$ cat config.mk
export PLATFORM = sky130hd
export DESIGN_NAME = du_fw_loader
export DESIGN_NICKNAME = d
export VERILOG_FILES = /design/src/rtl/du_fw_loader_pkg.sv /design/src/rtl/du_fw_loader_byte_packer.sv /design/src/rtl/du_fw_loader.sv
export SDC_FILE = /design/constraint.sdc
export NUM_CORES = 1
export LEC_CHECK = 0
export CAP_MARGIN = 20
export CORE_MARGIN = 3
export CORE_UTILIZATION = 45
export CTS_BUF_LIST = sky130_fd_sc_hd__clkbuf_8
export CTS_CLUSTER_SIZE = 40
export DETAILED_ROUTE_END_ITERATION = 8
export PLACE_DENSITY = 0.69
export SYNTH_ARGS = -nofsm -noshare
export SYNTH_HDL_FRONTEND = slang
export SYNTH_HIERARCHICAL = 1
export SYNTH_SLANG_ARGS = --single-unit
$ cat constraint.sdc
create_clock -name clk -period 3.6 [get_ports clk]
set_input_delay 0.54 -clock clk [delete_from_list [all_inputs] [get_ports clk]]
set_output_delay 0.54 -clock clk [all_outputs]
set_load 0.005 [all_outputs]
$ cat src/rtl/du_fw_loader_pkg.sv
// Shared debug-unit constants and loader state encodings.
// Latency: n/a (constants and types only).
// Backpressure: n/a.
package du_fw_loader_pkg;

    // Control bytes on the debug UART link; SOT/EOT are consumed by the
    // debug master, ACK/NAK are produced by the loader.
    localparam logic [7:0] DU_SOT = 8'h01;
    localparam logic [7:0] DU_EOT = 8'h04;
    localparam logic [7:0] DU_ACK = 8'h05;
    localparam logic [7:0] DU_NAK = 8'h15;

    // One-hot loader states.
    typedef enum logic [8:0] {
        ST_IDLE    = 9'b0_0000_0001,
        ST_LEN_LO  = 9'b0_0000_0010,
        ST_LEN_HI  = 9'b0_0000_0100,
        ST_CHK_LEN = 9'b0_0000_1000,
        ST_DATA    = 9'b0_0001_0000,
        ST_WRITE   = 9'b0_0010_0000,
        ST_CSUM    = 9'b0_0100_0000,
        ST_RESP    = 9'b0_1000_0000,
        ST_DONE    = 9'b1_0000_0000
    } ld_state_t;

endpackage

$ cat src/rtl/du_fw_loader_byte_packer.sv
// Packs a byte stream into little-endian words (first byte -> bits [7:0]).
// Latency: word register complete the cycle after the 4th byte; word_vld flags that 4th byte combinationally.
// Backpressure: none; shifts only when en is high, holds word otherwise.
// Ports: clk/rst (sync, active high), clr (restart word), en + rx_byte (byte in), word/word_vld (out).
module du_fw_loader_byte_packer #(
    parameter int NB_WORD = 32,
    parameter int NB_BYTE = 8
) (
    input  logic               clk,
    input  logic               rst,
    input  logic               clr,
    input  logic               en,
    input  logic [NB_BYTE-1:0] rx_byte,
    output logic [NB_WORD-1:0] word,
    output logic               word_vld
);

    logic [1:0] byte_cnt;

    // High while the byte being accepted is the last one of the word.
    assign word_vld = en && (byte_cnt == 2'd3);

    always_ff @(posedge clk) begin
        if (rst || clr) begin
            byte_cnt <= 2'd0;
            word     <= '0;
        end else if (en) begin
            // Shift right so the earliest byte ends up in the LSBs.
            word     <= {rx_byte, word[NB_WORD-1:NB_BYTE]};
            byte_cnt <= byte_cnt + 2'd1;
        end
    end

endmodule

$ cat src/rtl/du_fw_loader.sv
// Debug-unit firmware loader: pops a length-prefixed, XOR-checksummed stream from the UART RX FIFO into IMEM from word 0, replies ACK/NAK.
// Latency: IMEM write one cycle after the 4th byte of a word is popped; ACK/NAK pushed once the checksum byte is popped and TX has room.
// Backpressure: stalls without side effects while RX is empty or TX is full; i_load_start low aborts to IDLE next cycle.
// Ports: clk/i_rst; i_load_start (enable), RX FIFO (i_rx_done, i_rx_data, o_rd), TX FIFO (i_tx_full, o_wr, o_tx_start, o_wdata),
//        IMEM (o_imem_we, o_imem_addr, o_imem_wdata), status (o_prog_len, o_done).
module du_fw_loader
    import du_fw_loader_pkg::*;
#(
    parameter int NB_INSTRUCTION = 32,
    parameter int NB_UART_DATA   = 8,
    parameter int NB_IMEM_ADDR   = 10
) (
    input  logic                      clk,
    input  logic                      i_rst,
    input  logic                      i_load_start,
    input  logic                      i_rx_done,
    input  logic [NB_UART_DATA-1:0]   i_rx_data,
    input  logic                      i_tx_full,
    output logic                      o_rd,
    output logic                      o_wr,
    output logic                      o_tx_start,
    output logic [NB_UART_DATA-1:0]   o_wdata,
    output logic                      o_imem_we,
    output logic [NB_IMEM_ADDR-1:0]   o_imem_addr,
    output logic [NB_INSTRUCTION-1:0] o_imem_wdata,
    output logic [15:0]               o_prog_len,
    output logic                      o_done
);

    // Capacity in words; 17 bits so a full 16-bit length compares without wrap.
    localparam logic [16:0] DEPTH = 17'(2 ** NB_IMEM_ADDR);

    ld_state_t                 state;
    logic [15:0]               len;
    logic [16:0]               word_cnt;
    logic [NB_UART_DATA-1:0]   csum;
    logic                      resp_ack;
    logic                      pop_state;
    logic                      pk_en;
    logic                      pk_clr;
    logic                      pk_last;
    logic [NB_INSTRUCTION-1:0] pk_word;

    // RX pops are combinational so a first-word-fall-through byte is
    // consumed in the same cycle the FSM uses it.
    assign pop_state  = (state == ST_LEN_LO) || (state == ST_LEN_HI) ||
                        (state == ST_DATA)   || (state == ST_CSUM);
    assign o_rd       = i_load_start && i_rx_done && pop_state;
    assign o_wr       = i_load_start && (state == ST_RESP) && !i_tx_full;
    assign o_tx_start = o_wr;
    assign o_imem_we  = i_load_start && (state == ST_WRITE);
    assign o_done     = (state == ST_DONE);

    // Address and data come straight from registers, so they stay stable
    // between writes.
    assign o_imem_addr  = word_cnt[NB_IMEM_ADDR-1:0];
    assign o_imem_wdata = pk_word;

    assign pk_en  = o_rd && (state == ST_DATA);
    assign pk_clr = (state == ST_IDLE) || (state == ST_LEN_LO);

    du_fw_loader_byte_packer #(
        .NB_WORD (NB_INSTRUCTION),
        .NB_BYTE (NB_UART_DATA)
    ) u_packer (
        .clk      (clk),
        .rst      (i_rst),
        .clr      (pk_clr),
        .en       (pk_en),
        .rx_byte  (i_rx_data),
        .word     (pk_word),
        .word_vld (pk_last)
    );

    always_ff @(posedge clk) begin
        if (i_rst) begin
            state      <= ST_IDLE;
            len        <= '0;
            word_cnt   <= '0;
            csum       <= '0;
            resp_ack   <= 1'b0;
            o_wdata    <= '0;
            o_prog_len <= '0;
        end else if (!i_load_start) begin
            // Abort or idle: counters are restarted on the next enable.
            state <= ST_IDLE;
        end else begin
            unique case (state)
                ST_IDLE: begin
                    word_cnt <= '0;
                    csum     <= '0;
                    state    <= ST_LEN_LO;
                end
                ST_LEN_LO: begin
                    if (i_rx_done) begin
                        len[7:0] <= i_rx_data;
                        state    <= ST_LEN_HI;
                    end
                end
                ST_LEN_HI: begin
                    if (i_rx_done) begin
                        len[15:8] <= i_rx_data;
                        state     <= ST_CHK_LEN;
                    end
                end
                ST_CHK_LEN: begin
                    // Oversized images are refused before any data is popped.
                    if ({1'b0, len} > DEPTH) begin
                        o_wdata  <= NB_UART_DATA'(DU_NAK);
                        resp_ack <= 1'b0;
                        state    <= ST_RESP;
                    end else if (len == 16'd0) begin
                        state <= ST_CSUM;
                    end else begin
                        state <= ST_DATA;
                    end
                end
                ST_DATA: begin
                    if (i_rx_done) begin
                        csum <= csum ^ i_rx_data;
                        if (pk_last) begin
                            state <= ST_WRITE;
                        end
                    end
                end
                ST_WRITE: begin
                    word_cnt <= word_cnt + 17'd1;
                    state    <= (word_cnt + 17'd1 == {1'b0, len}) ? ST_CSUM : ST_DATA;
                end
                ST_CSUM: begin
                    if (i_rx_done) begin
                        if (i_rx_data == csum) begin
                            o_wdata    <= NB_UART_DATA'(DU_ACK);
                            resp_ack   <= 1'b1;
                            o_prog_len <= len;
                        end else begin
                            o_wdata  <= NB_UART_DATA'(DU_NAK);
                            resp_ack <= 1'b0;
                        end
                        state <= ST_RESP;
                    end
                end
                ST_RESP: begin
                    if (!i_tx_full) begin
                        if (resp_ack) begin
                            state <= ST_DONE;
                        end else begin
                            // Host resends from the length field; IMEM is
                            // rewritten from word 0.
                            word_cnt <= '0;
                            csum     <= '0;
                            state    <= ST_LEN_LO;
                        end
                    end
                end
                ST_DONE: begin
                    state <= ST_DONE;
                end
                default: begin
                    state <= ST_IDLE;
                end
            endcase
        end
    end

endmodule

==> metrics.txt, run 1 <==
Final setup violation count 0; type of the worst setup path reg -> out; Routed Antenna Nets 0; Worst EP required 3060 ps; Post-Syn Instances 581; Die Y 113 um; Synth Area per Inst 8.82 sq um; Clock Skew 14.2 ps; maximum VDD drop 225 uV; Synthesis Warnings 6; Ant. Diodes 0; Setup TNS 0 ps; register area share after synthesis 40.2%; Net Sw Power 520 uW; Starting Density 46.7%; NumNets Final 651; clock latency on the worst-skew pair 370 ps; Syn Std Cell Area 5120 sq um; initial antenna violation count 0; Max Fanout on Critical Path 9; # IOs 84; Slew Limit Headroom 56.0%; Worst path top cell family by delay simple AND/OR/NAND/NOR gates; Port Buffers 78; Max-cap violations 0; Layout area overhead 17.7%; clock share of power 36.7%; die area 12700 sq um; Final min period 2990 ps; first-pass GRT wire length 20900 um; Hold Vio Cnt, Final 0; max incr delay on CP 550 ps; total CTS buffers 9; CTS clock-pin slew for the worst setup and hold paths 110 ps; Core Region 11000 sq um; RD Place Congestion 0.890; run status complete, no violations; DR iter-0 viols 380; crit-path cells nor3_1 -> nand2_1 -> nor3_2 -> nand2_1 -> clkinv_1 -> clkdlybuf4s50_1; layout cells sized above 1 5.77%; CP Data Arrival Time 2450 ps; Clock Path Buffers 2; Root Buffer clkbuf_8; switching share of power 26.5%; DPL Wire Length 8810 um; most frequent CP cell nand2_1; Max Slew Vio Count 0; actual slew at the worst max-slew pin 660 ps; Critical-path top delay cell clkdlybuf4s50_1; setup slack, reg-to-reg 1110 ps; combinational fraction of design power 5.0%; CTS H-tree depth 3; Synth Flop Type dfxtp_1; P per Cell Area 326 nW/um^2; DR vias/cell 5.52; final core utilization 54.9%; commonest non-fill, non-tap cells in the layout nor2_1 (110), dfxtp_1 (103), clkdlybuf4s50_1 (77), mux2i_1 (66); asr flop ratio synth 0%; Final Cell Area 6030 sq um; Wirelength per Cell 15.9 um; row count 38; CTS tree built; first drt pass iteration count 5; Placed Area 5830 sq um; DRT Wirelength 12400 um; commonest non-fill, non-tap cell in the layout nor2_1; Hold WC Path Type in -> reg; crit end category output port; largest net degree at the start of global routing 63; GR Overflow Total 0; leakage 2.09 nW; Synth Register Bits 103; RSZ-0062 raised after global routing no; Max Clock Freq 335 MHz; final worst-path cycle share 83.0%; vias in the first global route 4168; Int Pwr 1.44 mW; die width 113 um; startpoint types flip-flop; DRC errors left 0; Tot GR Track Use 20.0%; via count 4311; WP buf/inv 2; clk sinks 103; Synth cell types 58; Post-synth EDFFs 0; Setup Buffers After CTS 0; Flop pwr share 58.3%; hold_buf cts 0; post-CTS sizing 0
cells in the mapped netlist, types with 2 or more instances:
library cell | instances | area share (%)
buf_2 | 6 | 0.59
nand2_1 | 20 | 1.5
nor4_1 | 6 | 0.73
and4_1 | 3 | 0.51
buf_4 | 18 | 2.6
nand3b_1 | 12 | 1.8
nor3_2 | 3 | 0.59
inv_1 | 7 | 0.51
nor2b_1 | 4 | 0.49
nand2b_1 | 5 | 0.61
xnor2_1 | 22 | 3.8
o31ai_1 | 2 | 0.29
nand4b_1 | 6 | 1.0
clkbuf_1 | 10 | 0.73
a21oi_1 | 38 | 3.7
nor3_1 | 11 | 1.1
ha_1 | 2 | 0.49
nor2_1 | 111 | 8.1
nand3_1 | 11 | 1.1
mux2i_1 | 66 | 13
dfxtp_1 | 103 | 40
and2_1 | 4 | 0.49
or4_1 | 3 | 0.44
a21o_1 | 2 | 0.29
and3_1 | 5 | 0.61
or3_1 | 4 | 0.49
and3b_1 | 2 | 0.34
nand4_1 | 8 | 0.98
o21ai_0 | 38 | 3.7
buf_8 | 3 | 0.88
xor2_1 | 11 | 1.9
nand3_2 | 2 | 0.39
a22oi_1 | 2 | 0.29
buf_6 | 6 | 1.3
nor3b_1 | 2 | 0.29
logic make-up (layout without fill, tap and decap cells):
kind of cell,after synthesis,after routing,share of synthesized area (%)
AND/OR/NAND/NOR,233,233,24.0
multiplexers,67,67,13.1
flip-flops,103,103,40.2
buffers and inverters,52,108,6.81
other,1,5,0.0732
adder cells (fa/ha/maj),2,2,0.488
XOR/XNOR,33,33,5.64
AO/OA/AOI/OAI,90,90,9.62
per-layer routing:
metal	vias up	wire (um)	GRT usage, %	share of wire (%)
li1	2113	-	-	-
met1	2036	5560	26.4	45
met2	147	5950	32.2	48
met3	15	776	5.13	6.2
met4	0	136	6.33	1.1
met5	-	0	0	0
metrics by stage:
step | hold WS [ps] | std cells | power, mW | setup slack (ps)
after global routing | 496 | 781 | 2.04 | 376
after CTS | 476 | 781 | 1.99 | 579
final | 491 | 781 | 1.96 | 612
after global placement | 473 | 765 | 1.27 | 804
after detailed placement | 485 | 765 | 1.27 | 722
after floorplan | 465 | 585 | 1.24 | 1140
final timing paths:
kind / startpoint / to / depth (start not counted)
worst max-delay path: state[1]$_SDFFE_PP0P_ / o_imem_we / 6
worst min register to register: o_wdata[4]$_SDFFE_PP0P_ / o_wdata[4]$_SDFFE_PP0P_ / 2
worst min-delay path: i_rst / state[0]$_SDFFE_PP1P_ / 3
worst max register to register: word_cnt[0]$_SDFFE_PP0P_ / state[4]$_SDFFE_PP0P_ / 8
layout make-up:
| cell class | instances | area [sq um] |
|---|---|---|
| Multi-Input combinational cell | 430 | 2750 |
| Tap cell | 140 | 175 |
| Clock inverter | 7 | 75.1 |
| Fill cell | 997 | 4950 |
| Timing Repair Buffer | 84 | 821 |
| Sequential cell | 103 | 2060 |
| Inverter | 8 | 30.0 |
| Clock buffer | 9 | 124 |
worst min-delay path, cell delays in order:
cell and delay (ps):
buf_2 110, nor2b_1 90, nand2_1 100
power by group through the flow:
stage	logic, mW	registers [mW]	clock network [mW]
floorplan	0.0677	1.17	0
global placement	0.0971	1.17	0
detailed placement	0.0973	1.17	0
CTS	0.0976	1.14	0.745
global route	0.107	1.15	0.791
finish	0.0982	1.14	0.721
registers in the layout (all words and copies together) (netlist names):
signal             flops
csum                   8
word_cnt              17
u_packer/word         32
o_prog_len            16
resp_ack               1
o_wdata                2
len                   16
u_packer/byte_cnt      2
state                  9
Note: power is estimated with default switching activity, not from simulation.
==> run 2, diff against run 1 <==
==> constraint.sdc (replaced) <==
create_clock -name clk -period 2.8 [get_ports clk]
set_input_delay 0.42 -clock clk [delete_from_list [all_inputs] [get_ports clk]]
set_output_delay 0.42 -clock clk [all_outputs]
set_load 0.005 [all_outputs]
==> metrics.txt, run 2 (synthesis results as in run 1) <==
total CTS buffers 9 (unchanged); Port Buffers 78 (unchanged); CP Data Arrival Time 2210 ps (-240 ps); dpl cells 774 (+1.2%); Max-cap violations 0 (unchanged); clk sinks 103 (unchanged); Ant. Diodes 0 (unchanged); Setup TNS 0 ps (unchanged); maximum VDD drop 242 uV (+7.8%); # IOs 84 (unchanged); DR iter-0 viols 369 (-2.9%); Slew Limit Headroom 57.7% (+1.7 points); Max Clock Freq 380 MHz; hold_buf cts 0 (unchanged); Final setup violation count 0 (unchanged); DPL Wire Length 9240 um (+4.8%); clock latency on the worst-skew pair 380 ps (about the same); Core Region 11000 sq um (unchanged); Hold WC Path Type in -> reg; Clock Skew 11.5 ps (-2.62 ps); P per Cell Area 413 nW/um^2 (+27%); die area 12700 sq um (unchanged); type of the worst setup path reg -> out; first drt pass iteration count 5 (unchanged); final worst-path cycle share 94.0%; Tot GR Track Use 20.0% (+0.023 points); crit end category output port; Layout area overhead 20.2%; Largest regs u_packer/word x32, word_cnt x17; Wirelength per Cell 16.2 um (+1.9%); CP Depth 6 (unchanged); Critical-path top delay cell clkdlybuf4s50_1; RD Place Congestion 0.918 (+3.1%); first-pass GRT wire length 21100 um (+0.92%); clock share of power 37.0% (+0.3 points); CP endpoint o_rd; NumNets Final 662 (+1.7%); DRT Wirelength 12800 um (+3.3%); r2r startpoint word_cnt[3]$_SDFFE_PP0P_; Starting Density 46.7% (unchanged); actual slew at the worst max-slew pin 635 ps (-25.4 ps); Net Sw Power 662 uW (+27%); Final Cell Area 6160 sq um (+2.1%); Routed Antenna Nets 0 (unchanged); RSZ-0062 raised after global routing no; Final min period 2630 ps; largest net degree at the start of global routing 49 (-22%); startpoint types flip-flop; Max Fanout on Critical Path 7 (-2); vias in the first global route 4252 (+2.0%); DR vias/cell 5.51 (-0.15%); Top reg by flops u_packer/word; hold_ws 408 ps (-82.9 ps); Root Buffer clkbuf_8; Finished Layout Cells 792 (+1.4%); Worst Setup SP state[7]$_SDFFE_PP0P_; initial antenna violation count 0 (unchanged); Flop pwr share 57.8% (-0.5 points); reg-to-reg endpoint state[4]$_SDFFE_PP0P_; Worst EP required 2380 ps (-680 ps); row count 38 (unchanged); Hold Vio Cnt, Final 0 (unchanged); CTS clock-pin slew for the worst setup and hold paths 100 ps (about the same); Die Y 113 um (unchanged); CTS H-tree depth 3 (unchanged); leakage 2.16 nW (+3.5%); GR Overflow Total 0 (unchanged); commonest non-fill, non-tap cells in the layout nor2_1 (109), dfxtp_1 (101), clkdlybuf4s50_1 (77), mux2i_1 (66), a21oi_1 (38); commonest non-fill, non-tap cell in the layout nor2_1; Worst path top cell family by delay simple AND/OR/NAND/NOR gates; via count 4365 (+1.3%); die width 113 um (unchanged); DRC errors left 0 (unchanged); max incr delay on CP 530 ps (-20 ps); layout cells sized above 1 8.59% (+2.8 points); setup slack, reg-to-reg 330 ps (-780 ps); CTS tree built; Clock Path Buffers 2 (unchanged); crit-path cells nor3_4 -> and2_4 -> nand3_2 -> nor2b_1 -> nor2_1 -> clkdlybuf4s50_1; switching share of power 26.0% (-0.44 points); Int Pwr 1.88 mW (+30%); worst-case reg-to-reg path depth 7 (-1); final core utilization 56.1% (+1.2 points); WP buf/inv 1 (-1); max reg flops 32 (unchanged); combinational fraction of design power 5.2% (+0.2 points); Placed Area 5910 sq um (+1.4%); run status complete, no violations; Max Slew Vio Count 0 (unchanged)
-- run 2: per-layer routing --
| metal | global-route usage [%] | wire (um) | share of wire, % | vias to the layer above |
|---|---|---|---|---|
| li1 | - | - | - | 2138 |
| met1 | 26.7 | 5810 | 45 | 2084 |
| met5 | 0 | 0 | 0 | - |
| met2 | 33.6 | 6250 | 49 | 129 |
| met3 | 4.39 | 659 | 5.1 | 14 |
| met4 | 4.25 | 126 | 0.98 | 0 |
-- run 2: per-stage QoR --
stage | power [mW] | setup WS (ps)
2_1_floorplan | 1.59 | 336
3_3_place_gp | 1.63 | 371
3_5_place_dp | 1.63 | 315
4_1_cts | 2.56 | 22.1
5_1_grt | 2.64 | 0.256
6_report | 2.54 | 168
-- run 2: worst min path at each step --
stage | startpoint | to | slack, ps | depth (start not counted)
2_1_floorplan | u_packer/byte_cnt[1]$_SDFFE_PP0P_ | u_packer/byte_cnt[1]$_SDFFE_PP0P_ | 460 | 2
4_1_cts | i_rst | o_prog_len[10]$_SDFFE_PP0P_ | 390 | 2
3_5_place_dp | u_packer/word[5]$_SDFFE_PP0P_ | u_packer/word[5]$_SDFFE_PP0P_ | 490 | 2
5_1_grt | i_rst | o_prog_len[10]$_SDFFE_PP0P_ | 400 | 2
6_report | i_rst | o_prog_len[14]$_SDFFE_PP0P_ | 410 | 2
3_3_place_gp | u_packer/word[4]$_SDFFE_PP0P_ | u_packer/word[4]$_SDFFE_PP0P_ | 470 | 2
-- run 2: layout make-up --
class	instances	area (sq um)
well taps	140	175
clock inverters	6	61.3
fillers	1018	4820
flip-flops and latches	103	2060
clock buffers	10	138
multi-input cells	430	2780
repair buffers	95	916
inverters	8	30.0
-- run 2: repair_timing --
action | CTS | global route
pin swaps | 0 | 2
setup buffers | 0 | 2
resized for setup | 2 | 9
endpoints found under the setup margin | 1 | 3
cloned | 0 | 0
hold endpoints to repair | 0 | 0
-- run 2: power by group through the flow --
stage	logic, mW	clock network, mW	registers, mW
2_1_floorplan	0.0870	0	1.50
3_3_place_gp	0.128	0	1.50
3_5_place_dp	0.129	0	1.51
4_1_cts	0.129	0.964	1.47
5_1_grt	0.143	1.02	1.47
6_report	0.132	0.941	1.47
-- run 2: worst reg2reg max path: stages, from the launching register on --
cell,delay [ps]
dfxtp_1,540
nand2_1,250
nor3_1,400
mux2_2,380
o22ai_1,220
nand4_1,200
o21ai_0,270
a21oi_1,110
==> RTL change 1: new RTL, config.mk and constraints of run 1 <==
The 9 states of `ld_state_t` get a Gray code encoding in 4 bits. Comments in the files are not updated.
--- a/src/rtl/du_fw_loader_pkg.sv
+++ b/src/rtl/du_fw_loader_pkg.sv
@@ -11,16 +11,16 @@
     localparam logic [7:0] DU_NAK = 8'h15;
 
     // One-hot loader states.
-    typedef enum logic [8:0] {
-        ST_IDLE    = 9'b0_0000_0001,
-        ST_LEN_LO  = 9'b0_0000_0010,
-        ST_LEN_HI  = 9'b0_0000_0100,
-        ST_CHK_LEN = 9'b0_0000_1000,
-        ST_DATA    = 9'b0_0001_0000,
-        ST_WRITE   = 9'b0_0010_0000,
-        ST_CSUM    = 9'b0_0100_0000,
-        ST_RESP    = 9'b0_1000_0000,
-        ST_DONE    = 9'b1_0000_0000
+    typedef enum logic [3:0] {
+        ST_IDLE    = 4'b0000,
+        ST_LEN_LO  = 4'b0001,
+        ST_LEN_HI  = 4'b0011,
+        ST_CHK_LEN = 4'b0010,
+        ST_DATA    = 4'b0110,
+        ST_WRITE   = 4'b0111,
+        ST_CSUM    = 4'b0101,
+        ST_RESP    = 4'b0100,
+        ST_DONE    = 4'b1100
     } ld_state_t;
 
 endpackage
Function: same outputs for any inputs over 10 cycles, from zero or initial values and one cycle with i_rst high; not proved beyond that.
==> RTL change 1 against run 1 <==
Largest cell class unchanged. Cell count shrank 5.2%. Largest power group unchanged. Core utilization shrank 0.19 points. Die area down 3.6%. Synthesized area decreased by 3.8%. Routed wire length down 3.2%. Final area fell by 4.6%. Fmax up 0.74%. Highest routed layer unchanged. Sequential power fell by 4%. Clock power is 2.9% lower. Via count shrank 5.0%. Total power is 4.3% lower. Synthesized cell count down 4.3%. Setup slack better by 0.022 ns. Sequential cell count decreased by 5.
==> RTL change 1: results (changes against run 1) <==
INFO  metric run_status = complete, no violations (unchanged)
INFO  metric timing.slew.headroom = 38.7% (was 56.0%)
INFO  metric layout-drive-gt1-share = 4.97% (was 5.77%)
INFO  metric clk_pin_slew = 0.09 ns (was 0.11 ns)
INFO  metric synth-seq-area-share = 39.8% (was 40.2%)
INFO  metric crit_path_start = state[2] (was state[1])
INFO  metric hold_path_depth = 2 (was 3)
INFO  metric grt_start_max_net_pins = 46 (was 63)
INFO  metric finalNetCount = 614 (was 651)
INFO  metric pre_cts_ws = 0.706 ns (was 0.722 ns)
INFO  metric routedLengthMet1 = 5580 um (was 5560 um)
INFO  metric global_route_track_usage_on_met2 = 31.3% (was 32.2%)
INFO  metric cp_top_delay_family = buffers and inverters (was simple AND/OR/NAND/NOR gates)
INFO  metric timing.critical_path.fanout_max = 16 (was 9)
INFO  metric reg2regPathDepth = 7 (was 8)
INFO  metric synth_common_cells = nor2_1 (101), dfxtp_1 (98), mux2i_1 (68) (was nor2_1 (111), dfxtp_1 (103), mux2i_1 (66))
INFO  metric min-delay-start = o_wdata[2] (was i_rst)
INFO  metric synth-compound-area-share = 10.6% (was 9.62%)
INFO  metric synth_cell_types = 52 (was 58)
INFO  metric critical_path_arrival = 2.43 ns (was 2.45 ns)
INFO  metric hold_class = reg2reg (was in2reg)
INFO  metric first_global_vias = 3812 (was 4168)
INFO  metric synth_fa_ha_area_share = 0.507% (was 0.488%)
INFO  metric regToRegEndpoint = state[0] (was state[4])
INFO  metric post-place-cells = 724 (was 765)
INFO  metric routabilityCongestion = 0.856 (was 0.890)
INFO  metric track_usage = 19.8% (was 20.0%)
INFO  metric worst_hold_path.endpoint = o_wdata[2] (was state[0])
INFO  metric grt_util_met3 = 4.97% (was 5.13%)
INFO  metric worst_clock_skew = 0.00928 ns (was 0.0142 ns)
INFO  metric max-vdd-ir-drop = 302 uV (was 225 uV)
INFO  metric met2_length = 5650 um (was 5950 um)
INFO  metric grt_util_met1 = 27.0% (was 26.4%)
INFO  metric dr_wl_cell = 16.3 um (was 15.9 um)
INFO  metric synth.top_cells.by_area = dfxtp_1 (40%), mux2i_1 (14%), nor2_1 (7.7%), a21oi_1 (2.9%), buf_4 (2.6%) (was dfxtp_1 (40%), mux2i_1 (13%), nor2_1 (8.1%), xnor2_1 (3.8%), a21oi_1 (3.7%))
INFO  metric dr_wl_met3 = 639 um (was 776 um)
INFO  metric routed_wl = 12000 um (was 12400 um)
INFO  metric cp_slowest_stage_delay = 0.70 ns (was 0.55 ns)
INFO  metric via_per_inst = 5.53 (was 5.52)
INFO  metric post_synth.cell_area_avg = 8.87 um^2 (was 8.82 um^2)
RTL change 1: changes by cell type after synthesis, moves of 6 or more:
cell / change
nor2_1: -10
xnor2_1: -9
a211oi_1: +8
a21oi_1: -9
buf_2: +6
o21ai_0: -35
o21ai_1: +22
RTL change 1: report_power, final:
part	internal [mW]	total, mW	switching [mW]
sequential	1.09	1.09	0.00795
combinational	0.0317	0.0857	0.0539
clock	0.313	0.700	0.387
RTL change 1: metrics by stage:
stage	cell area, um^2	utilization (%)	hold slack [ns]
floorplan	4950	-	0.455
global placement	5560	52.9	0.470
detailed placement	5560	52.9	0.478
CTS	5750	54.7	0.492
global route	5750	54.7	0.524
finish	5750	54.7	0.488
RTL change 1: area by class of cell:
class                      count  area (um^2)
clock inverter                 4         31.3
multi-input combinational    402         2590
clock buffer                  12          165
fill                         924         4760
sequential                    98         1960
timing repair buffer          82          806
tap                          136          170
inverter                       6         22.5
==> RTL change 2: new RTL, settings of run 1 <==
Made on the original files. The parameter `NB_IMEM_ADDR` goes from 10 to 11.
--- a/src/rtl/du_fw_loader.sv
+++ b/src/rtl/du_fw_loader.sv
@@ -8,7 +8,7 @@
 #(
     parameter int NB_INSTRUCTION = 32,
     parameter int NB_UART_DATA   = 8,
-    parameter int NB_IMEM_ADDR   = 10
+    parameter int NB_IMEM_ADDR   = 11
 ) (
     input  logic                      clk,
     input  logic                      i_rst,
Interface: changed (resized o_imem_addr); port bits go from 84 to 85. The function was not compared with the original's and may differ.
==> RTL change 2 against run 1 <==
Synthesized area is 0.27% higher. Total power is 0.60% lower. Highest routed layer unchanged. Sequential cell count stayed put. Setup slack worse by 0.32 ns. Routed wire length is 3.3% higher. Via count is 3.0% higher. Largest power group unchanged. Cell count is 1.5% higher. Critical path type unchanged. First-iteration DRC count is 11% lower. Fmax is 9.6% lower. Register-to-register slack worse by 0.54 ns. Sequential share of layout area is 0.31 points higher. Final area is 0.91% lower.
==> RTL change 2: results (changes against run 1) <==
INFO  metric max_freq = 0.302 GHz (was 0.335 GHz)
INFO  metric run_status = complete, no violations (unchanged)
INFO  metric post-place-cells = 777 (was 765)
INFO  metric layout-drive-gt1-share = 4.90% (was 5.77%)
INFO  metric timing.critical_path.fanout_max = 11 (was 9)
INFO  metric track_usage = 20.6% (was 20.0%)
INFO  metric critical_path.slowest_cell = or4_1 (was clkdlybuf4s50_1)
INFO  metric worst-r2r-setup-slack = 0.57 ns (was 1.11 ns)
INFO  metric synth_cell_types = 53 (was 58)
INFO  metric routabilityCongestion = 0.974 (was 0.890)
INFO  metric hold_class = reg2reg (was in2reg)
INFO  metric dr_wl_cell = 16.2 um (was 15.9 um)
INFO  metric synth_common_cells = dfxtp_1 (103), nor2_1 (97), mux2i_1 (60) (was nor2_1 (111), dfxtp_1 (103), mux2i_1 (66))
INFO  metric dp.final_hpwl = 9080 um (was 8810 um)
INFO  metric timing.hold.ws = 0.475 ns (was 0.491 ns)
INFO  metric first_global_vias = 4334 (was 4168)
INFO  metric pre_cts_ws = 0.687 ns (was 0.722 ns)
INFO  metric insertion_delay = 0.39 ns (was 0.37 ns)
INFO  metric synth-seq-area-share = 40.1% (was 40.2%)
INFO  metric dpl-instance-area = 5780 um^2 (was 5830 um^2)
INFO  metric p_leak = 1.95 nW (was 2.09 nW)
INFO  metric cp_slowest_stage_delay = 0.60 ns (was 0.55 ns)
INFO  metric first_pass_grt_wire_length = 21400 um (was 20900 um)
INFO  metric antenna_found_initial = 0 (unchanged)
INFO  metric cp_top_delay_family = simple AND/OR/NAND/NOR gates (unchanged)
INFO  metric synth.top_cells.by_area = dfxtp_1 (40%), mux2i_1 (12%), nor2_1 (7.1%), a21oi_1 (4.2%), xnor2_1 (3.6%) (was dfxtp_1 (40%), mux2i_1 (13%), nor2_1 (8.1%), xnor2_1 (3.8%), a21oi_1 (3.7%))
INFO  metric max-vdd-ir-drop = 309 uV (was 225 uV)
INFO  metric detailedRoute.firstIterationViolations = 337 (was 380)
INFO  metric grt_start_max_net_pins = 45 (was 63)
INFO  metric post_synth.cell_area_avg = 8.49 um^2 (was 8.82 um^2)
INFO  metric via_per_inst = 5.60 (was 5.52)
INFO  metric routed_wl = 12800 um (was 12400 um)
INFO  metric worst_clock_skew = 0.0179 ns (was 0.0142 ns)
INFO  metric io_buffers = 79 (was 78)
INFO  metric finalNetCount = 663 (was 651)
RTL change 2: cell count changes after synthesis, sizes merged, moves of 5 or more:
cell / before / now
clkbuf: 10 / 23
o21ai: 38 / 32
nand3: 13 / 22
or3: 4 / 9
nor2: 113 / 98
nand4b: 6 / 1
a21oi: 38 / 43
nand2: 20 / 35
mux2i: 66 / 60
RTL change 2: where the power goes:
part / internal [mW] / total [mW] / switching [mW]
clock: 0.288 / 0.716 / 0.428
sequential: 1.14 / 1.14 / 0.00397
combinational: 0.0269 / 0.0913 / 0.0644
total: 1.46 / 1.95 / 0.496
RTL change 2: worst reg2reg max path, cell delays in order, from the launching register on:
cell and delay [ns]:
dfxtp_1 0.43, or4_1 0.61, nor2_1 0.30, nand3_1 0.41, nor2_4 0.20, and2_1 0.14, o22a_1 0.22, and2_0 0.34
mux2i_1 0.22, nor2_1 0.05
RTL change 2: cell families after synthesis:
logic type	synth area share [%]
buf+inv	8.72
mux	11.9
fa+ha+maj	0.487
simple gates	23.4
compound gates	10.0
xor+xnor	5.28
other cells	0.0730
flops	40.1
RTL change 2: per-layer routing:
metal	wire, um	track usage [%]
met2	6380	35.9
met4	237	6.25
met5	0	0
met1	5410	25.7
met3	800	4.12
RTL change 2: area by class of cell:
class / count / area, um^2
clock buffer: 10 / 138
clock inverter: 6 / 58.8
fill: 1029 / 5010
inverter: 12 / 45.0
multi-input combinational: 436 / 2660
sequential: 103 / 2060
tap: 140 / 175
timing repair buffer: 86 / 838
RTL change 2: path summary, 6_finish.rpt:
kind	start	end	depth (start not counted)
hold reg to reg	o_wdata[2]	o_wdata[2]	2
setup reg to reg	state[2]	state[1]	9
setup / recovery	state[2]	o_imem_we	6
hold / removal	o_wdata[2]	o_wdata[2]	2
